<file path="config.mk">
export PLATFORM = sky130hd
export DESIGN_NAME = alu_issue_ctrl
export DESIGN_NICKNAME = d
export VERILOG_FILES = /design/src/rtl/cpu_pkg.sv /design/src/rtl/regfile_8x16.sv /design/src/rtl/alu_issue_ctrl.sv
export SDC_FILE = /design/constraint.sdc
export NUM_CORES = 1
export LEC_CHECK = 0
export CORE_MARGIN = 2
export CORE_UTILIZATION = 35
export CTS_BUF_LIST = sky130_fd_sc_hd__clkbuf_16
export CTS_CLUSTER_SIZE = 24
export DETAILED_ROUTE_END_ITERATION = 7
export DONT_BUFFER_PORTS = 1
export PLACE_DENSITY = 0.59
export SETUP_SLACK_MARGIN = 0.02
export SLEW_MARGIN = 5
export SYNTH_ARGS = -nofsm -noshare
export SYNTH_HDL_FRONTEND = slang
export SYNTH_SLANG_ARGS = --single-unit
export TNS_END_PERCENT = 10
</file>
<file path="constraint.sdc">
create_clock -name CLK -period 6.4 [get_ports CLK]
set_input_delay 0.64 -clock CLK [delete_from_list [all_inputs] [get_ports CLK]]
set_output_delay 0.64 -clock CLK [all_outputs]
set_load 0.05 [all_outputs]
</file>
<file path="src/rtl/cpu_pkg.sv">
// ============================================================================
//  Module   : cpu_pkg
//  Purpose  : Shared opcodes, instruction field positions and FSM encoding.
//  Revision : 1.0 - initial release
// ============================================================================
`default_nettype none

package cpu_pkg;

    localparam int DATA_W_DEF = 16;

    // ALU opcodes; opcode 0 doubles as the controller's NOP
    localparam logic [3:0] OP_IDLE = 4'd0;
    localparam logic [3:0] OP_NOP  = 4'd0;
    localparam logic [3:0] OP_ADD  = 4'd1;
    localparam logic [3:0] OP_SUB  = 4'd2;
    localparam logic [3:0] OP_OR   = 4'd3;
    localparam logic [3:0] OP_AND  = 4'd4;
    localparam logic [3:0] OP_XOR  = 4'd5;
    localparam logic [3:0] OP_SL   = 4'd6;
    localparam logic [3:0] OP_SR   = 4'd7;
    localparam logic [3:0] OP_GT   = 4'd8;
    localparam logic [3:0] OP_LT   = 4'd9;
    localparam logic [3:0] OP_EQ   = 4'd10;
    localparam logic [3:0] OP_LDI  = 4'd11;

    localparam int OPC_MSB = 15;
    localparam int OPC_LSB = 12;
    localparam int RD_MSB  = 11;
    localparam int RD_LSB  = 9;
    localparam int RA_MSB  = 8;
    localparam int RA_LSB  = 6;
    localparam int RB_MSB  = 5;
    localparam int RB_LSB  = 3;
    localparam int IMM_MSB = 8;
    localparam int IMM_LSB = 0;

    typedef logic [2:0] state_t;
    localparam state_t ST_IDLE  = 3'd0;
    localparam state_t ST_ISSUE = 3'd1;
    localparam state_t ST_WAIT  = 3'd2;
    localparam state_t ST_WB    = 3'd3;
    localparam state_t ST_FAULT = 3'd4;

    function automatic logic is_alu_op(input logic [3:0] opc);
        return (opc >= OP_ADD) && (opc <= OP_EQ);
    endfunction

endpackage

`default_nettype wire

</file>
<file path="src/rtl/regfile_8x16.sv">
// ============================================================================
//  Module   : regfile_8x16
//  Purpose  : 8-entry register file, two read ports, debug read, one write.
//  Revision : 1.0 - initial release
// ============================================================================
`default_nettype none

module regfile_8x16
    import cpu_pkg::*;
#(
    parameter int DATA_W = DATA_W_DEF
) (
    input  logic              CLK,
    input  logic              reset,
    input  logic [2:0]        ra_addr,
    output logic [DATA_W-1:0] ra_data,
    input  logic [2:0]        rb_addr,
    output logic [DATA_W-1:0] rb_data,
    input  logic [2:0]        dbg_addr,
    output logic [DATA_W-1:0] dbg_data,
    input  logic              we,
    input  logic [2:0]        wr_addr,
    input  logic [DATA_W-1:0] wr_data
);

    logic [DATA_W-1:0] w_regs [8];

    // r0 has no storage, so writes addressed to it simply vanish
    assign w_regs[0] = '0;

    for (genvar i = 1; i < 8; i++) begin : g_reg
        logic [DATA_W-1:0] r_q;
        always_ff @(posedge CLK or posedge reset) begin
            if (reset) begin
                r_q <= '0;
            end else if (we && (wr_addr == 3'(i))) begin
                r_q <= wr_data;
            end
        end
        assign w_regs[i] = r_q;
    end

    assign ra_data  = w_regs[ra_addr];
    assign rb_data  = w_regs[rb_addr];
    assign dbg_data = w_regs[dbg_addr];

endmodule

`default_nettype wire

</file>
<file path="src/rtl/alu_issue_ctrl.sv">
// ============================================================================
//  Module   : alu_issue_ctrl
//  Purpose  : Accepts instructions, issues them to the registered ALU, retires.
//  Revision : 1.0 - initial release
// ============================================================================
`default_nettype none

module alu_issue_ctrl
    import cpu_pkg::*;
#(
    parameter int DATA_W  = DATA_W_DEF,
    parameter int ALU_LAT = 1
) (
    input  logic              CLK,
    input  logic              reset,
    input  logic              instr_valid,
    output logic              instr_ready,
    input  logic [15:0]       instr,
    output logic [3:0]        alu_op,
    output logic [DATA_W-1:0] alu_a,
    output logic [DATA_W-1:0] alu_b,
    input  logic [DATA_W-1:0] alu_out,
    output logic              done,
    output logic              illegal,
    output logic [DATA_W-1:0] result,
    input  logic [2:0]        dbg_addr,
    output logic [DATA_W-1:0] dbg_data
);

    localparam logic [1:0] c_WAIT_INIT = 2'(ALU_LAT - 1);

    state_t            r_state;
    state_t            w_next;
    logic [3:0]        r_opc;
    logic [2:0]        r_rd;
    logic [8:0]        r_imm;
    logic [1:0]        r_cnt;
    logic [3:0]        w_opc;
    logic              w_accept;
    logic              w_we;
    logic [DATA_W-1:0] w_rd_a;
    logic [DATA_W-1:0] w_rd_b;
    logic [DATA_W-1:0] w_wdata;

    assign w_opc    = instr[OPC_MSB:OPC_LSB];
    assign w_accept = instr_valid && (r_state == ST_IDLE);
    assign w_we     = (r_state == ST_WB) && (r_opc != OP_NOP);
    assign w_wdata  = (r_opc == OP_LDI) ? {{(DATA_W-9){1'b0}}, r_imm} : alu_out;

    regfile_8x16 #(.DATA_W(DATA_W)) u_regfile (
        .CLK      (CLK),
        .reset    (reset),
        .ra_addr  (instr[RA_MSB:RA_LSB]),
        .ra_data  (w_rd_a),
        .rb_addr  (instr[RB_MSB:RB_LSB]),
        .rb_data  (w_rd_b),
        .dbg_addr (dbg_addr),
        .dbg_data (dbg_data),
        .we       (w_we),
        .wr_addr  (r_rd),
        .wr_data  (w_wdata)
    );

    always_ff @(posedge CLK or posedge reset) begin
        if (reset) begin
            r_state <= ST_IDLE;
        end else begin
            r_state <= w_next;
        end
    end

    always_comb begin
        w_next = r_state;
        case (r_state)
            ST_IDLE: begin
                if (instr_valid) begin
                    if (is_alu_op(w_opc)) begin
                        w_next = ST_ISSUE;
                    end else if ((w_opc == OP_LDI) || (w_opc == OP_NOP)) begin
                        w_next = ST_WB;
                    end else begin
                        w_next = ST_FAULT;
                    end
                end
            end
            ST_ISSUE: w_next = (ALU_LAT == 1) ? ST_WB : ST_WAIT;
            ST_WAIT:  if (r_cnt == 2'd1) w_next = ST_WB;
            ST_WB:    w_next = ST_IDLE;
            ST_FAULT: w_next = ST_IDLE;
            default:  w_next = ST_IDLE;
        endcase
    end

    always_comb begin
        instr_ready = (r_state == ST_IDLE);
        alu_op      = (r_state == ST_ISSUE) ? r_opc : OP_IDLE;
        done        = (r_state == ST_WB);
        illegal     = (r_state == ST_FAULT);
    end

    // Operands are captured at accept and held until the next accept
    always_ff @(posedge CLK or posedge reset) begin
        if (reset) begin
            r_opc  <= OP_NOP;
            r_rd   <= '0;
            r_imm  <= '0;
            r_cnt  <= '0;
            alu_a  <= '0;
            alu_b  <= '0;
            result <= '0;
        end else begin
            if (w_accept) begin
                r_opc <= w_opc;
                r_rd  <= instr[RD_MSB:RD_LSB];
                r_imm <= instr[IMM_MSB:IMM_LSB];
                alu_a <= w_rd_a;
                alu_b <= w_rd_b;
            end
            if (r_state == ST_ISSUE) begin
                r_cnt <= c_WAIT_INIT;
            end else if (r_state == ST_WAIT) begin
                r_cnt <= r_cnt - 2'd1;
            end
            if (w_we) begin
                result <= w_wdata;
            end
        end
    end

endmodule

`default_nettype wire

</file>
==> run_results.csv <==
group,metric,value,unit
critical_path,crit_arrival,2490,ps
clocking,htree_levels,4,
run,maxCapViolCount,0,
placement,gp_congestion,0.7605,
power,powerDensity,553.8,mW/mm^2
timing,worstMarginPinSlew,1261,ps
grt,gr-usage-all-layers,0.1970,
clocking,clockRootBuffer,"clkbuf_16",
timing,timing.hold.ws,262.0,ps
drt,first_pass_iters,4,
grt,busiest_layer,"met1",
critical_path,end_kind,"output pin",
clocking,clkTransAtPathRegs,60,ps
logic_synthesis,yosys_warnings,0,
timing,fin_setup_tns,0,ps
placement,dp_hpwl,16.61,mm
clocking,cts_tree,"yes",
floorplan,ioPinCount,109,
timing,setup_viol,0,
clocking,postCtsSetupBuffers,0,
critical_path,cp_num_buf_inv,1,
run_status,status,"finished, final reports clean",
grt,grt_util_met1,0.2901,
drt,wl,27.54,mm
finish,finalNetCount,906,
critical_path,crit_chain,"nor2b_1, buf_4, a221oi_1, a21oi_1",
timing,drv_slew,0,
finish,drive_gt1_frac,0.2116,
clocking,cts.sinks,181,
grt,use_met2,0.2876,
critical_path,path_max_fanout,33,
timing,rsz0062_at_grt,"no",
timing,min_period,3131,ps
grt,antenna_found_initial,1,
logic_synthesis,syn-num-nets,955,
power,p_leak,4.554,nW
logic_synthesis,syn-instance-count,916,
timing,fin_crit_sh,0.4893,
power,ir_worst_vdd,0.0003951,V
clocking,clk_latency,440,ps
critical_path,required,5760,ps
grt,grt_max_degree,109,
logic_synthesis,yosysSeqAreaShare,0.4662,
finish,area_growth_syn_to_layout,7.856,%
critical_path,crit_family,"compound AO/OA/AOI/OAI gates",
placement,io_buffers,0,
grt,grt_pass1_wl,43.28,mm
drt,drtAntennaViolNets,0,
critical_path,critPathSlowestCell,"a21oi_1",
logic_synthesis,ys_ff_latch,181,
clocking,hold_buffers,0,
clocking,clockBufferDepth,2,
drt,wl_per_cell,22.00,um
timing,hold_viol_final,0,
grt,grt_use_met3,0.04441,
critical_path,slowest_delay,830,ps
floorplan,initial_utilization,0.3585,
drt,viasPerCell,5.629,
grt,grt_pass1_vias,7022,
timing,relSlewSlack,0.1351,
timing,timing.fmax,0.3194,GHz
timing,fin_skew,14.77,ps
drt,vias,7047,
worst_hold_path,hp-class,"in -> async",
clocking,numCtsBuffers,17,
logic_synthesis,synth.distinct_cells,41,
floorplan,coreArea,0.02710,sq mm
drt,drt_iter0_drc,774,
clocking,cts_resized,0,
critical_path,crit_type,"in -> out",
logic_synthesis,synth_area,0.009716,sq mm
drt,drc,0,
floorplan,die_h,170.6,um
floorplan,rows,60,
floorplan,die_area,0.02911,sq mm
logic_synthesis,synth.avg_cell_area,10.61,sq um
floorplan,die_w,170.6,um
grt,gr-total-overflow,0,
critical_path,critPathLaunchType,"input port",
power by group:
part / total, mW / leakage [nW] / internal [mW] / switching, mW
clock network: 1.24 / 0.325 / 0.769 / 0.468
logic: 1.79 / 2.16 / 0.806 / 0.988
registers: 2.77 / 2.07 / 1.70 / 1.07
total: 5.80 / 4.55 / 3.28 / 2.52
cell families (layout without fill, tap and decap cells):
logic type      Yosys count  count (layout)  share of synthesized area
compound gates          266             266                     0.1867
simple gates            214             214                    0.09723
flops                   181             181                     0.4662
mux                     154             154                     0.1888
buf+inv                 100              63                    0.05975
fa+ha+maj                 1               1                   0.001288
other cells               0               1                          0
through the flow:
step | utilization | area [sq um] | power, mW | std cells | setup slack (ps)
3_3_place_gp | 0.3615 | 9796 | 4.530 | 1220 | 3339
6_report | 0.3867 | 10480 | 5.803 | 1252 | 3269
4_1_cts | 0.3866 | 10480 | 5.827 | 1251 | 3309
2_1_floorplan | - | 9716 | 4.180 | 916 | 844.7
3_5_place_dp | 0.3615 | 9796 | 4.582 | 1220 | 3308
5_1_grt | 0.3866 | 10480 | 6.185 | 1251 | 3214
cell usage after synthesis, drive strengths merged:
| library cell | n | area [sq um] |
|---|---|---|
| o21a | 1 | 7.510 |
| o221ai | 15 | 131.4 |
| o21ai | 133 | 845.8 |
| clkbuf | 20 | 76.32 |
| buf | 61 | 432.9 |
| or4b | 1 | 10.01 |
| or4 | 6 | 48.80 |
| nand2 | 143 | 536.8 |
| dfrtp | 181 | 4529 |
| nand3b | 2 | 27.53 |
| ha | 1 | 12.51 |
| mux2i | 73 | 742.0 |
| nor2 | 36 | 135.1 |
| a22oi | 15 | 112.6 |
| and2 | 7 | 43.79 |
| a211oi | 3 | 22.52 |
| nor3b | 2 | 15.01 |
| nor2b | 5 | 31.28 |
| mux2 | 65 | 732.0 |
| o22ai | 16 | 100.1 |
| nor3 | 2 | 10.01 |
| or2 | 1 | 6.260 |
| nand4b | 1 | 23.77 |
| and3 | 1 | 6.260 |
| nand2b | 6 | 37.54 |
| mux4 | 16 | 360.4 |
| a21o | 1 | 7.510 |
| o22a | 16 | 140.1 |
| a221oi | 31 | 271.5 |
| a21oi | 35 | 175.2 |
| inv | 19 | 71.32 |
| nor4 | 1 | 12.51 |
placed cells by master, fill, tap and decap left out, types with 7 or more instances in the layout:
cell	count
bufinv_16	7
o21ai_2	48
o21ai_0	41
mux2_2	65
nor2_1	36
o22a_1	16
dfrtp_1	181
nand2_1	143
a221oi_1	31
o22ai_1	16
mux2i_1	70
a21oi_1	35
mux4_2	16
buf_4	13
a22oi_1	15
o21ai_1	44
inv_1	18
o221ai_1	15
clkbuf_16	17
worst paths after layout:
| check | from | to | slack (ps) | depth (start not counted) |
|---|---|---|---|---|
| max in group asynchronous | reset | u_regfile.g_reg[4].r_q[0] | 4590 | 2 |
| hold / removal | reset | result[13] | 260 | 1 |
| hold reg to reg | r_cnt[1] | r_cnt[1] | 500 | 2 |
| min in group CLK | instr[14] | r_state[2] | 340 | 2 |
| setup / recovery | dbg_addr[1] | dbg_data[7] | 3270 | 4 |
| setup reg to reg | r_state[1] | alu_b[6] | 3510 | 4 |
worst register-to-register path, stage by stage (launching register included):
cell	delay [ps]
dfrtp_1	520
nor3_2	770
and2_4	890
o221ai_1	390
o22a_1	230
layout make-up:
class / count / area [sq um]
Antenna cell: 1 / 2.502
Clock buffer: 17 / 425.4
Clock inverter: 14 / 255.2
Fill cell: 2639 / 16620
Inverter: 19 / 76.32
Multi-Input combinational cell: 635 / 4627
Sequential cell: 181 / 4529
Tap cell: 372 / 465.4
Timing Repair Buffer: 13 / 97.59
flip-flops by register name, indices dropped and copies added (netlist names):
name,flops
alu_b,16
u_regfile.g.r_q,112
result,16
r_opc,4
r_cnt,2
alu_a,16
r_imm,9
r_rd,3
r_state,3
per-layer routing:
metal  part of all wire  up-vias
met1               0.48     3486
met3              0.072       41
met2               0.43      268
li1                   -     3252
met5                  0        -
met4              0.019        0
Note: power is estimated with default switching activity, not from simulation.
